$ cat src/rtl/multi_cycle_ctrl.sv
// rtl/multi_cycle_ctrl.sv - multi-cycle MIPS-subset control FSM with bounded memory waits
//
// Ports:
//   clk, rst                  clock, synchronous active-high reset
//   OpCode, funct             instruction fields (sampled in DECODE)
//   Zero                      ALU zero flag (branch decision)
//   mem_ready                 memory access completes this cycle
//   pc_we, pc_src             PC write enable / PC source (00 PC+4, 01 branch, 10 jump)
//   IorD, MemR, MemW, IRWr    memory address select, read/write strobes, IR write
//   RegDst, Mem2R, RegW       register-file destination, write-back source, write
//   AluSrcA, AluSrcB, ExtOp   ALU operand selects, sign-extend enable
//   Aluctrl                   ALU operation code
//   instr_done, illegal       instruction retired / unsupported instruction seen
//   mem_err                   memory wait exceeded WAIT_LIMIT
//   state                     current FSM state code
module multi_cycle_ctrl #(
    parameter int WAIT_LIMIT = 15
) (
    input  logic       clk,
    input  logic       rst,
    input  logic [5:0] OpCode,
    input  logic [5:0] funct,
    input  logic       Zero,
    input  logic       mem_ready,
    output logic       pc_we,
    output logic       IorD,
    output logic       MemR,
    output logic       MemW,
    output logic       IRWr,
    output logic       RegDst,
    output logic       Mem2R,
    output logic       RegW,
    output logic       AluSrcA,
    output logic       ExtOp,
    output logic       instr_done,
    output logic       illegal,
    output logic       mem_err,
    output logic [1:0] pc_src,
    output logic [1:0] AluSrcB,
    output logic [4:0] Aluctrl,
    output logic [3:0] state
);

    typedef enum logic [3:0] {
        FETCH  = 4'd0,
        DECODE = 4'd1,
        MEMADR = 4'd2,
        MEMRD  = 4'd3,
        MEMWB  = 4'd4,
        MEMWR  = 4'd5,
        EXEC   = 4'd6,
        ALUWB  = 4'd7,
        BRANCH = 4'd8,
        JUMP   = 4'd9
    } state_t;

    localparam logic [4:0] ALU_ADD  = 5'd0;
    localparam logic [4:0] ALU_ADDU = 5'd1;
    localparam logic [4:0] ALU_SUB  = 5'd2;
    localparam logic [4:0] ALU_SUBU = 5'd3;
    localparam logic [4:0] ALU_AND  = 5'd4;
    localparam logic [4:0] ALU_OR   = 5'd5;
    localparam logic [4:0] ALU_XOR  = 5'd6;
    localparam logic [4:0] ALU_NOR  = 5'd7;
    localparam logic [4:0] ALU_SLT  = 5'd8;
    localparam logic [4:0] ALU_SLTU = 5'd9;
    localparam logic [4:0] ALU_LUI  = 5'd10;

    localparam logic [5:0] OP_R   = 6'b000000;
    localparam logic [5:0] OP_ORI = 6'b001101;
    localparam logic [5:0] OP_LUI = 6'b001111;
    localparam logic [5:0] OP_LW  = 6'b100011;
    localparam logic [5:0] OP_SW  = 6'b101011;
    localparam logic [5:0] OP_BEQ = 6'b000100;
    localparam logic [5:0] OP_J   = 6'b000010;

    localparam logic [3:0] WLIM = 4'(WAIT_LIMIT);

    state_t     cur_state, nxt_state;
    logic [5:0] op_q, fn_q;
    logic [3:0] wcnt, wcnt_nxt;
    logic       timeout;

    // Supported R-type function codes and their ALU operations.
    function automatic logic rtype_ok(input logic [5:0] f);
        case (f)
            6'h20, 6'h21, 6'h22, 6'h23, 6'h24,
            6'h25, 6'h26, 6'h27, 6'h2a, 6'h2b: rtype_ok = 1'b1;
            default:                           rtype_ok = 1'b0;
        endcase
    endfunction

    function automatic logic [4:0] rtype_alu(input logic [5:0] f);
        case (f)
            6'h21:   rtype_alu = ALU_ADDU;
            6'h22:   rtype_alu = ALU_SUB;
            6'h23:   rtype_alu = ALU_SUBU;
            6'h24:   rtype_alu = ALU_AND;
            6'h25:   rtype_alu = ALU_OR;
            6'h26:   rtype_alu = ALU_XOR;
            6'h27:   rtype_alu = ALU_NOR;
            6'h2a:   rtype_alu = ALU_SLT;
            6'h2b:   rtype_alu = ALU_SLTU;
            default: rtype_alu = ALU_ADD;
        endcase
    endfunction

    always_ff @(posedge clk) begin
        if (rst) begin
            cur_state <= FETCH;
            op_q      <= 6'd0;
            fn_q      <= 6'd0;
            wcnt      <= 4'd0;
        end else begin
            cur_state <= nxt_state;
            wcnt      <= wcnt_nxt;
            if (cur_state == DECODE) begin
                op_q <= OpCode;
                fn_q <= funct;
            end
        end
    end

    always_comb begin
        pc_we      = 1'b0;
        IorD       = 1'b0;
        MemR       = 1'b0;
        MemW       = 1'b0;
        IRWr       = 1'b0;
        RegDst     = 1'b0;
        Mem2R      = 1'b0;
        RegW       = 1'b0;
        AluSrcA    = 1'b0;
        ExtOp      = 1'b0;
        instr_done = 1'b0;
        illegal    = 1'b0;
        mem_err    = 1'b0;
        pc_src     = 2'b00;
        AluSrcB    = 2'b00;
        Aluctrl    = ALU_ADD;
        state      = cur_state;
        nxt_state  = cur_state;
        timeout    = (wcnt == WLIM) && !mem_ready;

        case (cur_state)
            FETCH: begin
                MemR    = 1'b1;
                AluSrcB = 2'b01;
                Aluctrl = ALU_ADDU;
                if (mem_ready) begin
                    IRWr      = 1'b1;
                    pc_we     = 1'b1;
                    nxt_state = DECODE;
                end else if (timeout) begin
                    mem_err = 1'b1;   // stay in FETCH, counter restarts
                end
            end
            DECODE: begin
                AluSrcB = 2'b11;
                ExtOp   = 1'b1;
                Aluctrl = ALU_ADD;
                // Decode from the live fields; the latched copy is only valid next cycle.
                case (OpCode)
                    OP_R: begin
                        if (rtype_ok(funct)) begin
                            nxt_state = EXEC;
                        end else begin
                            illegal   = 1'b1;
                            nxt_state = FETCH;
                        end
                    end
                    OP_ORI, OP_LUI: nxt_state = EXEC;
                    OP_LW, OP_SW:   nxt_state = MEMADR;
                    OP_BEQ:         nxt_state = BRANCH;
                    OP_J:           nxt_state = JUMP;
                    default: begin
                        illegal   = 1'b1;
                        nxt_state = FETCH;
                    end
                endcase
            end
            MEMADR: begin
                AluSrcA   = 1'b1;
                AluSrcB   = 2'b10;
                ExtOp     = 1'b1;
                Aluctrl   = ALU_ADD;
                nxt_state = (op_q == OP_LW) ? MEMRD : MEMWR;
            end
            MEMRD: begin
                IorD = 1'b1;
                MemR = 1'b1;
                if (mem_ready) begin
                    nxt_state = MEMWB;
                end else if (timeout) begin
                    mem_err   = 1'b1;
                    nxt_state = FETCH;
                end
            end
            MEMWB: begin
                Mem2R      = 1'b1;
                RegW       = 1'b1;
                instr_done = 1'b1;
                nxt_state  = FETCH;
            end
            MEMWR: begin
                IorD = 1'b1;
                MemW = 1'b1;
                if (mem_ready) begin
                    instr_done = 1'b1;
                    nxt_state  = FETCH;
                end else if (timeout) begin
                    mem_err   = 1'b1;
                    nxt_state = FETCH;
                end
            end
            EXEC: begin
                AluSrcB = 2'b10;
                if (op_q == OP_LUI) begin
                    Aluctrl = ALU_LUI;
                end else if (op_q == OP_ORI) begin
                    AluSrcA = 1'b1;
                    Aluctrl = ALU_OR;
                end else begin
                    AluSrcA = 1'b1;
                    AluSrcB = 2'b00;
                    Aluctrl = rtype_alu(fn_q);
                end
                nxt_state = ALUWB;
            end
            ALUWB: begin
                RegW       = 1'b1;
                RegDst     = (op_q == OP_R);
                instr_done = 1'b1;
                nxt_state  = FETCH;
            end
            BRANCH: begin
                AluSrcA    = 1'b1;
                Aluctrl    = ALU_SUB;
                pc_src     = 2'b01;
                pc_we      = Zero;
                instr_done = 1'b1;
                nxt_state  = FETCH;
            end
            JUMP: begin
                pc_src     = 2'b10;
                pc_we      = 1'b1;
                instr_done = 1'b1;
                nxt_state  = FETCH;
            end
            default: nxt_state = FETCH;
        endcase

        // Counter restarts whenever the state changes or a timeout fires.
        if (nxt_state != cur_state || mem_err) begin
            wcnt_nxt = 4'd0;
        end else if (!mem_ready && (cur_state == FETCH || cur_state == MEMRD || cur_state == MEMWR)) begin
            wcnt_nxt = wcnt + 4'd1;
        end else begin
            wcnt_nxt = wcnt;
        end

        // Reset silences every output in the same cycle it is asserted.
        if (rst) begin
            pc_we      = 1'b0;
            IorD       = 1'b0;
            MemR       = 1'b0;
            MemW       = 1'b0;
            IRWr       = 1'b0;
            RegDst     = 1'b0;
            Mem2R      = 1'b0;
            RegW       = 1'b0;
            AluSrcA    = 1'b0;
            ExtOp      = 1'b0;
            instr_done = 1'b0;
            illegal    = 1'b0;
            mem_err    = 1'b0;
            pc_src     = 2'b00;
            AluSrcB    = 2'b00;
            Aluctrl    = 5'd0;
            state      = 4'd0;
            nxt_state  = FETCH;
        end
    end

endmodule

$ cat config.mk
export PLATFORM = sky130hd
export DESIGN_NAME = multi_cycle_ctrl
export DESIGN_NICKNAME = d
export VERILOG_FILES = /design/src/rtl/multi_cycle_ctrl.sv
export SDC_FILE = /design/constraint.sdc
export NUM_CORES = 1
export LEC_CHECK = 0
export CAP_MARGIN = 20
export CORE_ASPECT_RATIO = 1.2
export CORE_MARGIN = 5
export CORE_UTILIZATION = 45
export DETAILED_ROUTE_END_ITERATION = 16
export PLACE_DENSITY_LB_ADDON = 0.05
export SYNTH_ARGS = -nofsm -noshare
export SYNTH_HDL_FRONTEND = slang
export SYNTH_SLANG_ARGS = --single-unit
$ cat constraint.sdc
create_clock -name clk -period 5.35 [get_ports clk]
set_clock_uncertainty 0.2 [all_clocks]
set_input_delay 1.07 -clock clk [delete_from_list [all_inputs] [get_ports clk]]
set_output_delay 1.07 -clock clk [all_outputs]
set_load 0.02 [all_outputs]
==> results of run 1 <==
[kinds of logic (layout without fill, tap and decap cells)]
| kind of cell | count (synthesis) | count (layout) | synth area share [%] |
|---|---|---|---|
| xor+xnor | 4 | 4 | 2.738 |
| compound gates | 52 | 52 | 23.91 |
| fa+ha+maj | 1 | 1 | 0.8050 |
| flops | 20 | 20 | 25.76 |
| simple gates | 107 | 107 | 37.92 |
| other cells | 1 | 1 | 0.2413 |
| mux | 2 | 2 | 1.288 |
| buf+inv | 23 | 51 | 7.326 |
[registers in the layout (all words and copies together), names as in the netlist]
name,count
fn_q,6
op_q,6
cur_state,4
wcnt,4
[metal layers]
| metal | part of all wire, % | track usage, % |
|---|---|---|
| met5 | 0 | 0 |
| met3 | 2.6 | 2.115 |
| met2 | 54 | 35.21 |
| met4 | 1.9 | 6.928 |
| met1 | 41 | 21.47 |
[power by group through the flow]
| stage | Clock (mW) | Combinational [mW] | Sequential (mW) |
|---|---|---|---|
| after floorplan | 0 | 0.0461 | 0.162 |
| after global routing | 0.106 | 0.0820 | 0.163 |
| after detailed placement | 0 | 0.0748 | 0.166 |
| final | 0.0968 | 0.0746 | 0.162 |
| after global placement | 0 | 0.0737 | 0.165 |
| after CTS | 0.0999 | 0.0751 | 0.162 |
[critical path, delay by kind of cell]
family / cells / cell delay, ps
buf+inv: 2 / 1190
simple gates: 2 / 750
compound gates: 1 / 260
[through the flow]
step	instance area, µm²	instances	setup WS [ps]	utilization (%)	total power, mW
after CTS	1966	275	806.6	58.88	0.3371
after floorplan	1554	210	1747	-	0.2083
after detailed placement	1924	272	813.8	57.65	0.2404
after global routing	1966	275	702.8	58.88	0.3508
final	1966	275	813.4	58.88	0.3337
after global placement	1924	272	851.1	57.65	0.2391
[area by class of cell]
cell class	count	area, µm²
inverters	6	22.52
well taps	37	46.29
clock buffers	3	41.29
flip-flops and latches	20	400.4
multi-input cells	167	1040
fillers	330	1373
repair buffers	42	415.4
[Yosys cell counts (all sizes together), types with 2 or more instances]
| cell | count |
|---|---|
| nand2 | 34 |
| dfxtp | 20 |
| a21oi | 18 |
| nor2 | 15 |
| clkbuf | 11 |
| nor3 | 10 |
| nor4 | 9 |
| o21ai | 7 |
| and3 | 6 |
| buf | 6 |
| inv | 5 |
| nand3 | 4 |
| nand4b | 4 |
| or4b | 4 |
| a211oi | 3 |
| nand2b | 3 |
| nand3b | 3 |
| nor2b | 3 |
| or2 | 3 |
| a21boi | 2 |
| a22oi | 2 |
| a31oi | 2 |
| mux2i | 2 |
| nand4 | 2 |
| o2111ai | 2 |
| o21bai | 2 |
| o221ai | 2 |
| o22ai | 2 |
| or3 | 2 |
| xnor2 | 2 |
| xor2 | 2 |
[final timing paths]
kind | start | end
setup / recovery | mem_ready | mem_err
hold / removal | fn_q[4]$_SDFFE_PP0P_ | fn_q[4]$_SDFFE_PP0P_
setup reg to reg | cur_state[2]$_SDFF_PP0_ | wcnt[1]$_SDFFE_PP0P_
hold reg to reg | fn_q[4]$_SDFFE_PP0P_ | fn_q[4]$_SDFFE_PP0P_
==> key figures, run 1 <==
Yosys
  – Post-synth EDFFs: 0
  – Post-synthesis cell count: 210
  – Primary FF master, synth: dfxtp_1
  – Post-Syn Area: 1554 µm²
  – Post-synth top area share: 25.76%
  – Async SR Flop Fraction: 0%
  – Post-synthesis cell type count: 59
  – Mapped Nets: 227
  – Yosys warns: 0
  – Area contributors post-synth: dfxtp_1 26%, nand2_1 8.2%, a21oi_1 5.8%
  – Yosys top cell by area: dfxtp_1
  – Syn Area/Cell: 7.400 µm²
  – Seq/Total Area, Yosys: 25.76%
  – Synth Register Bits: 20

Floorplanning
  – # rows: 23
  – Die Height: 74.38 µm
  – Initial Util: 46.55%
  – Die width: 63.65 µm
  – Core Area: 3338 µm²
  – Die area: 4734 µm²
  – # IOs: 42

Critical path
  – Crit end category: output pin
  – CP startpoint kind: input port
  – CP max stage delay: 630 ps
  – Cell Chain, Critical Path: clkdlybuf4s50_1, or4b_4, o22a_4, nor3_1, clkdlybuf4s50_1
  – Crit path max fanout: 10
  – Worst reg2reg setup slack: 3060 ps
  – Worst R2R Path Depth: 4
  – WP data required: 4080 ps
  – Cell mode on critical path: clkdlybuf4s50_1
  – CP max stage cell: clkdlybuf4s50_1
  – CP Class: input port to output pin
  – Critical Path AT: 3270 ps

Power
  – Net switching power: 0.09419 mW
  – Clk pwr share: 29.0%
  – Peak supply drop: 0.1971 mV
  – Gate power share: 22.4%
  – Power Density: 169.8 nW/µm²
  – Cell-internal power: 0.2395 mW
  – Leak: 0.6393 nW
  – Flop pwr share: 48.6%
  – Sw frac: 28.23%

Global routing
  – GRT Total Usage: 18.63%
  – First-pass GRT wire length: 7.217 mm
  – Gr ovfl total: 0
  – Largest net degree at the start of global routing: 28
  – Vias in the first global route: 1,617
  – Initial antenna violation count: 0

Clocking
  – Worst-path clk slew: 70 ps
  – Worst skew pair latency: 250 ps
  – H-tree depth: 1
  – Number of buffers created by CTS: 3
  – PostCTS Resize Cnt: 0
  – Clk sinks: 20
  – Clock Path Buffers: 2
  – Clock root buffer: clkbuf_8
  – CTS tree: yes
  – Post-CTS Setup Repair Bufs: 0
  – Post-CTS Hold Fix Bufs: 0

STA
  – RSZ-0062 raised after global routing: no
  – Worst slew pin tran: 877.1 ps
  – Setup_tns: 0 ps
  – Final hold slack: 255.5 ps
  – Final hold violation count: 0
  – Slew margin rel.: 41.45%
  – Final Cycle Share: 84.80%
  – Crit path time final: 4537 ps
  – Final setup fails: 0
  – Max Fclk: 220.4 MHz
  – Slew Viols, Final: 0

Routing
  – Detailed Routing Iterations Pass 1: 4
  – Vias: 1,672
  – Routed WL: 4.463 mm
  – Avg WL per Cell: 16.23 µm
  – Post-route antenna net violation count: 0
  – Initial DRC count: 74
  – Via density: 6.080
  – Number of remaining DRC errors: 0

Worst hold path
  – Hold Path Depth: 2
  – HP Class: flop to flop

Run status
  – Status: finished, final reports clean

Placed design
  – DP Wirelength: 3.397 mm
  – Port Buffers: 40
  – Placer Congestion: 0.8537

Run
  – Total of max-cap violations: 0

Finish
  – Commonest non-fill, non-tap cell in the layout: clkdlybuf4s50_1
  – Syn-to-layout area delta: 26.49%
  – Share of post-route cells with drive strength above 1: 7.983%
  – Most frequent cells in the layout: 40 x clkdlybuf4s50_1, 34 x nand2_1, 20 x dfxtp_1
  – Final net count: 257
  – Inserted Diodes: 0
No activity file was read; power rests on OpenSTA's default activity.
==> run 2, diff against run 1 <==
--- a/config.mk
+++ b/config.mk
@@ -8,7 +8,7 @@
 export CAP_MARGIN = 20
 export CORE_ASPECT_RATIO = 1.2
 export CORE_MARGIN = 5
-export CORE_UTILIZATION = 45
+export CORE_UTILIZATION = 44
 export DETAILED_ROUTE_END_ITERATION = 16
 export PLACE_DENSITY_LB_ADDON = 0.05
 export SYNTH_ARGS = -nofsm -noshare
==> constraint.sdc (replaced) <==
create_clock -name clk -period 4.1 [get_ports clk]
set_clock_uncertainty 0.2 [all_clocks]
set_input_delay 0.82 -clock clk [delete_from_list [all_inputs] [get_ports clk]]
set_output_delay 0.82 -clock clk [all_outputs]
set_load 0.02 [all_outputs]
==> run 2 against run 1 <==
  * Sequential share of layout area down 0.81 points
  * Cell area up 4.1%
  * Combinational power up 38%
  * Non-clock buffer count up 9
  * Critical path type unchanged
  * Die area up 1.9%
  * Register-to-register slack worse by 1200 ps
==> key figures, run 2 (synthesized netlist as in run 1, its figures left out) <==
Floorplanning
  – # IOs: 42 (unchanged)
  – Core Area: 3367 µm² (+0.86%)
  – Initial Util: 46.15% (-0.40 points)
  – # rows: 23 (unchanged)
  – Die width: 64.25 µm (+0.95%)
  – Die Height: 75.10 µm (+0.97%)
  – Die area: 4825 µm² (+1.9%)

Critical path
  – WP data required: 3080 ps (-1000 ps)
  – CP startpoint kind: input port
  – Critical Path AT: 2910 ps (-360 ps)
  – CP Class: input port to output pin
  – Crit end category: output pin
  – Crit path max fanout: 2 (-8)
  – Worst R2R Path Depth: 4 (unchanged)

Routing
  – Highest routing layer actually used: met4
  – Post-route antenna net violation count: 0 (unchanged)
  – M1 wire length: 1.829 mm (-0.81%)
  – Vias: 1,672 (unchanged)
  – Number of remaining DRC errors: 0 (unchanged)
  – Via density: 5.867 (-3.5%)
  – Routed WL: 4.425 mm (-0.85%)
  – Met2 WL post-DR: 2.403 mm (-0.41%)
  – Initial DRC count: 108 (+46%)
  – Avg WL per Cell: 15.53 µm (-4.3%)
  – WL met3: 116 µm (-1.7%)
  – Detailed Routing Iterations Pass 1: 4 (unchanged)

Placed design
  – Port Buffers: 40 (unchanged)
  – DP Wirelength: 3.454 mm (+1.7%)
  – Placer Congestion: 0.8077 (-5.4%)
  – Placed instance count: 281 (+3.3%)

STA
  – Slew Viols, Final: 0 (unchanged)
  – Final hold violation count: 0 (unchanged)
  – Final setup fails: 0 (unchanged)
  – Final Cycle Share: 95.77%
  – Max Fclk: 254.7 MHz
  – Setup_tns: 0 ps (unchanged)
  – Worst slew pin tran: 700.3 ps (-176.8 ps)
  – Crit path time final: 3926 ps
  – RSZ-0062 raised after global routing: no
  – Slew margin rel.: 53.25% (+12 points)

Global routing
  – GRT Total Usage: 18.32% (-0.31 points)
  – Initial antenna violation count: 0 (unchanged)
  – Gr ovfl total: 0 (unchanged)
  – Vias in the first global route: 1,555 (-3.8%)
  – Largest net degree at the start of global routing: 26 (-7.1%)
  – First-pass GRT wire length: 7.210 mm (about the same)

Clocking
  – Clock root buffer: clkbuf_8
  – CTS tree: yes
  – Post-CTS Hold Fix Bufs: 0 (unchanged)
  – H-tree depth: 1 (unchanged)
  – PostCTS Resize Cnt: 0 (unchanged)
  – Worst-path clk slew: 70 ps (about the same)
  – Clk sinks: 20 (unchanged)
  – Clock Path Buffers: 2 (unchanged)
  – Worst skew pair latency: 250 ps (about the same)
  – Post-CTS Setup Repair Bufs: 0 (unchanged)
  – Number of buffers created by CTS: 3 (unchanged)

Power
  – Peak supply drop: 0.1738 mV (-12%)
  – Leak: 0.6910 nW (+8.1%)
  – Power Density: 225.1 nW/µm² (+33%)

Finish
  – Commonest non-fill, non-tap cell in the layout: clkdlybuf4s50_1
  – Syn-to-layout area delta: 31.72%
  – Most frequent cells in the layout: 40 x clkdlybuf4s50_1, 34 x nand2_1, 20 x dfxtp_1
  – Final net count: 266 (+3.5%)
  – Largest registers: fn_q (6), op_q (6)
  – Inserted Diodes: 0 (unchanged)
  – Share of post-route cells with drive strength above 1: 11.69% (+3.7 points)
  – Fin cells: 285 (+3.6%)

Worst hold path
  – HP Class: flop to flop
  – Hold Path Depth: 2 (unchanged)

Run
  – Total of max-cap violations: 0 (unchanged)

Run status
  – Status: finished, final reports clean
-- run 2: cell types whose count changed in the layout (fill, tap and decap cells not counted), sizes merged --
cell and change:
buf +9, clkbuf +1
-- run 2: stage by stage --
stage          power, mW  worst slack [ps]  area [µm²]  hold WS, ps  utilization (%)
2_1_floorplan     0.2718             996.7        1554        231.2                -
3_3_place_gp      0.3161             203.8        1992        240.0            59.16
3_5_place_dp      0.3180             149.8        1992        257.8            59.16
4_1_cts           0.4669             153.0        2047        268.5            60.80
5_1_grt           0.4884             45.13        2047        290.8            60.80
6_report          0.4608             173.5        2047        264.8            60.80
-- run 2: report_power, final --
part           total (mW)  switching, mW  internal [mW]
logic               0.103         0.0535         0.0490
clock network       0.147         0.0618         0.0853
registers           0.211        0.00951          0.202
-- run 2: area by class of cell --
type                    instances  area [µm²]
well taps                      37       46.29
repair buffers                 51       483.0
flip-flops and latches         20       400.4
inverters                       6       22.52
fillers                       330        1320
multi-input cells             167        1040
clock buffers                   4       55.05
-- run 2: worst paths after layout --
path	startpoint	to	slack, ps
max	OpCode[1]	illegal	170
min	fn_q[5]$_SDFFE_PP0P_	fn_q[5]$_SDFFE_PP0P_	260
max reg2reg	cur_state[0]$_SDFF_PP0_	cur_state[2]$_SDFF_PP0_	1910
min reg2reg	fn_q[5]$_SDFFE_PP0P_	fn_q[5]$_SDFFE_PP0P_	260
-- run 2: layer usage --
| metal | vias to the layer above | track usage (%) |
|---|---|---|
| met5 | - | 0 |
| met4 | 0 | 7.014 |
| met3 | 8 | 1.791 |
| met2 | 29 | 33.63 |
| met1 | 789 | 21.93 |
| li1 | 846 | - |
-- run 2: critical path: stages --
cell and delay, ps:
clkdlybuf4s50_1 430, or4b_1 560, a2111oi_2 260, nor2_1 80
o2111a_1 230, clkdlybuf4s50_1 530
==> run 3, diff against run 2 <==
--- a/config.mk
+++ b/config.mk
@@ -7,10 +7,10 @@
 export LEC_CHECK = 0
 export CAP_MARGIN = 20
 export CORE_ASPECT_RATIO = 1.2
-export CORE_MARGIN = 5
 export CORE_UTILIZATION = 44
 export DETAILED_ROUTE_END_ITERATION = 16
 export PLACE_DENSITY_LB_ADDON = 0.05
 export SYNTH_ARGS = -nofsm -noshare
 export SYNTH_HDL_FRONTEND = slang
 export SYNTH_SLANG_ARGS = --single-unit
+export TNS_END_PERCENT = 5
==> run 3 against run 2 <==
  * Combinational power hardly changed
  * Worst setup slack worse by 9.9 ps
  * Via count is 0.72% higher
  * Critical path depth is the same
  * Power is 0.29% higher
  * Final cell count is 0.35% lower
  * Critical path type unchanged
  * Sequential power is essentially flat
  * Wire length fell by 3.5%
  * Cell area fell by 0.37%
  * First-iteration DRC count decreased by 49%
  * Count of clock-buffer cells in the layout unchanged
==> key figures, run 3 (synthesized netlist as in run 1, its figures left out) <==
Run status
  – Status: finished, final reports clean

Power
  – Flop pwr share: 45.8% (about the same)
  – Peak supply drop: 0.2543 mV (+46%)
  – Leak: 0.6862 nW (-0.70%)
  – Sw frac: 27.42% (+0.32 points)
  – Gate power share: 21.9% (-0.4 points)
  – Net switching power: 0.1267 mW (+1.5%)
  – Clk pwr share: 32.3% (+0.4 points)
  – Cell-internal power: 0.3355 mW (-0.15%)
  – Power Density: 226.6 nW/µm² (+0.66%)

Global routing
  – Gr ovfl total: 0 (unchanged)
  – Largest net degree at the start of global routing: 21 (-19%)
  – Initial antenna violation count: 0 (unchanged)
  – First-pass GRT wire length: 7.003 mm (-2.9%)
  – GRT Total Usage: 23.12% (+4.8 points)
  – Vias in the first global route: 1,567 (+0.77%)

Clocking
  – CTS tree: yes
  – Post-CTS Setup Repair Bufs: 0 (unchanged)
  – Clock root buffer: clkbuf_8
  – Clk sinks: 20 (unchanged)
  – Worst-path clk slew: 70 ps (about the same)
  – Worst skew pair latency: 260 ps (about the same)
  – PostCTS Resize Cnt: 0 (unchanged)
  – Post-CTS Hold Fix Bufs: 0 (unchanged)
  – Number of buffers created by CTS: 3 (unchanged)
  – H-tree depth: 1 (unchanged)
  – Clock Path Buffers: 2 (unchanged)

Placed design
  – Placer Congestion: 0.9058 (+12%)
  – Port Buffers: 40 (unchanged)
  – DP Wirelength: 3.234 mm (-6.4%)
  – Pre-CTS WS: 150.9 ps (+1.119 ps)

Floorplanning
  – Core Area: 3367 µm² (unchanged)
  – Die area: 3774 µm² (-22%)
  – Initial Util: 46.15% (unchanged)
  – # IOs: 42 (unchanged)
  – # rows: 23 (unchanged)
  – Die Height: 67.10 µm (-11%)
  – Die width: 56.25 µm (-12%)

STA
  – Final setup fails: 0 (unchanged)
  – Slew Viols, Final: 0 (unchanged)
  – Final Cycle Share: 96.01% (+0.24 points)
  – PnR worst setup slack: 163.6 ps (-9.877 ps)
  – Worst slew pin tran: 730.8 ps (+30.47 ps)
  – Final hold violation count: 0 (unchanged)
  – Setup_tns: 0 ps (unchanged)
  – RSZ-0062 raised after global routing: no
  – Crit path time final: 3936 ps (+9.877 ps)
  – Max Fclk: 254.0 MHz (-0.25%)
  – Slew margin rel.: 51.21% (-2.0 points)

Routing
  – Detailed Routing Iterations Pass 1: 4 (unchanged)
  – Post-route antenna net violation count: 0 (unchanged)
  – Number of remaining DRC errors: 0 (unchanged)
  – Vias: 1,684 (+0.72%)
  – Avg WL per Cell: 15.04 µm (-3.2%)
  – Via density: 5.930 (+1.1%)
  – Routed WL: 4.270 mm (-3.5%)
  – Initial DRC count: 55 (-49%)

Finish
  – Largest registers: fn_q (6), op_q (6)
  – Inserted Diodes: 0 (unchanged)
  – Share of post-route cells with drive strength above 1: 11.34% (-0.36 points)
  – Most frequent cells in the layout: 40 x clkdlybuf4s50_1, 34 x nand2_1, 20 x dfxtp_1
  – Syn-to-layout area delta: 31.24%
  – Final net count: 265 (-0.38%)
  – Fillers: 323 (-2.1%)
  – Commonest non-fill, non-tap cell in the layout: clkdlybuf4s50_1

Critical path
  – CP Class: input port to output pin
  – Critical Path AT: 2920 ps (about the same)
  – CP startpoint kind: input port
  – Crit path max fanout: 2 (unchanged)
  – Crit end category: output pin
  – WP data required: 3080 ps (about the same)

Run
  – Total of max-cap violations: 0 (unchanged)

Worst hold path
  – HP Class: flop to flop
[run 3: changes by cell type in the layout (fill, tap and decap cells not counted)]
cell,before,now
buf_4,11,10
[run 3: cell type report]
class / instances / area (µm²) / share of cell area [%]
inverters: 6 / 22.52 / 1.104
well taps: 37 / 46.29 / 2.270
repair buffers: 50 / 475.5 / 23.31
clock buffers: 4 / 55.05 / 2.699
multi-input cells: 167 / 1040 / 50.98
flip-flops and latches: 20 / 400.4 / 19.63
[run 3: worst max-delay path, stage by stage]
cell             delay, ps
clkdlybuf4s50_1        410
or4b_1                 560
a2111oi_2              290
nor2_1                  80
o2111a_1               230
clkdlybuf4s50_1        530
[run 3: per-layer routing]
| metal | GRT usage, % | up-vias | share of wire [%] | wire, µm |
|---|---|---|---|---|
| met5 | 0 | - | 0 | 0 |
| met4 | 6.402 | 0 | 1.5 | 64 |
| met3 | 2.136 | 8 | 2.7 | 117 |
| met2 | 44.20 | 37 | 53 | 2275 |
| met1 | 27.52 | 794 | 42 | 1812 |
| li1 | - | 845 | - | - |
[run 3: power by group through the flow]
stage                     Combinational (mW)  Sequential (mW)  Clock (mW)
after floorplan                       0.0601            0.212           0
after global placement                0.0996            0.215           0
after detailed placement               0.101            0.216           0
after CTS                              0.101            0.211       0.154
after global routing                   0.111            0.213       0.160
final                                  0.101            0.211       0.149
[run 3: final timing paths]
path / start / to / slack (ps) / cells after the start
worst max-delay path: funct[4] / illegal / 160 / 6
worst min-delay path: fn_q[4]$_SDFFE_PP0P_ / fn_q[4]$_SDFFE_PP0P_ / 260 / 2
worst max register to register: cur_state[0]$_SDFF_PP0_ / cur_state[2]$_SDFF_PP0_ / 1900 / 4
worst min register to register: fn_q[4]$_SDFFE_PP0P_ / fn_q[4]$_SDFFE_PP0P_ / 260 / 2
[run 3: stage by stage]
stage / power (mW) / util, % / instance area (µm²) / hold WS, ps / cells
after detailed placement: 0.3170 / 58.94 / 1984 / 257.0 / 280
after global routing: 0.4838 / 60.57 / 2039 / 287.5 / 284
after floorplan: 0.2718 / - / 1554 / 231.2 / 210
after CTS: 0.4665 / 60.57 / 2039 / 268.0 / 284
after global placement: 0.3147 / 58.94 / 1984 / 241.4 / 280
final: 0.4622 / 60.57 / 2039 / 260.5 / 284
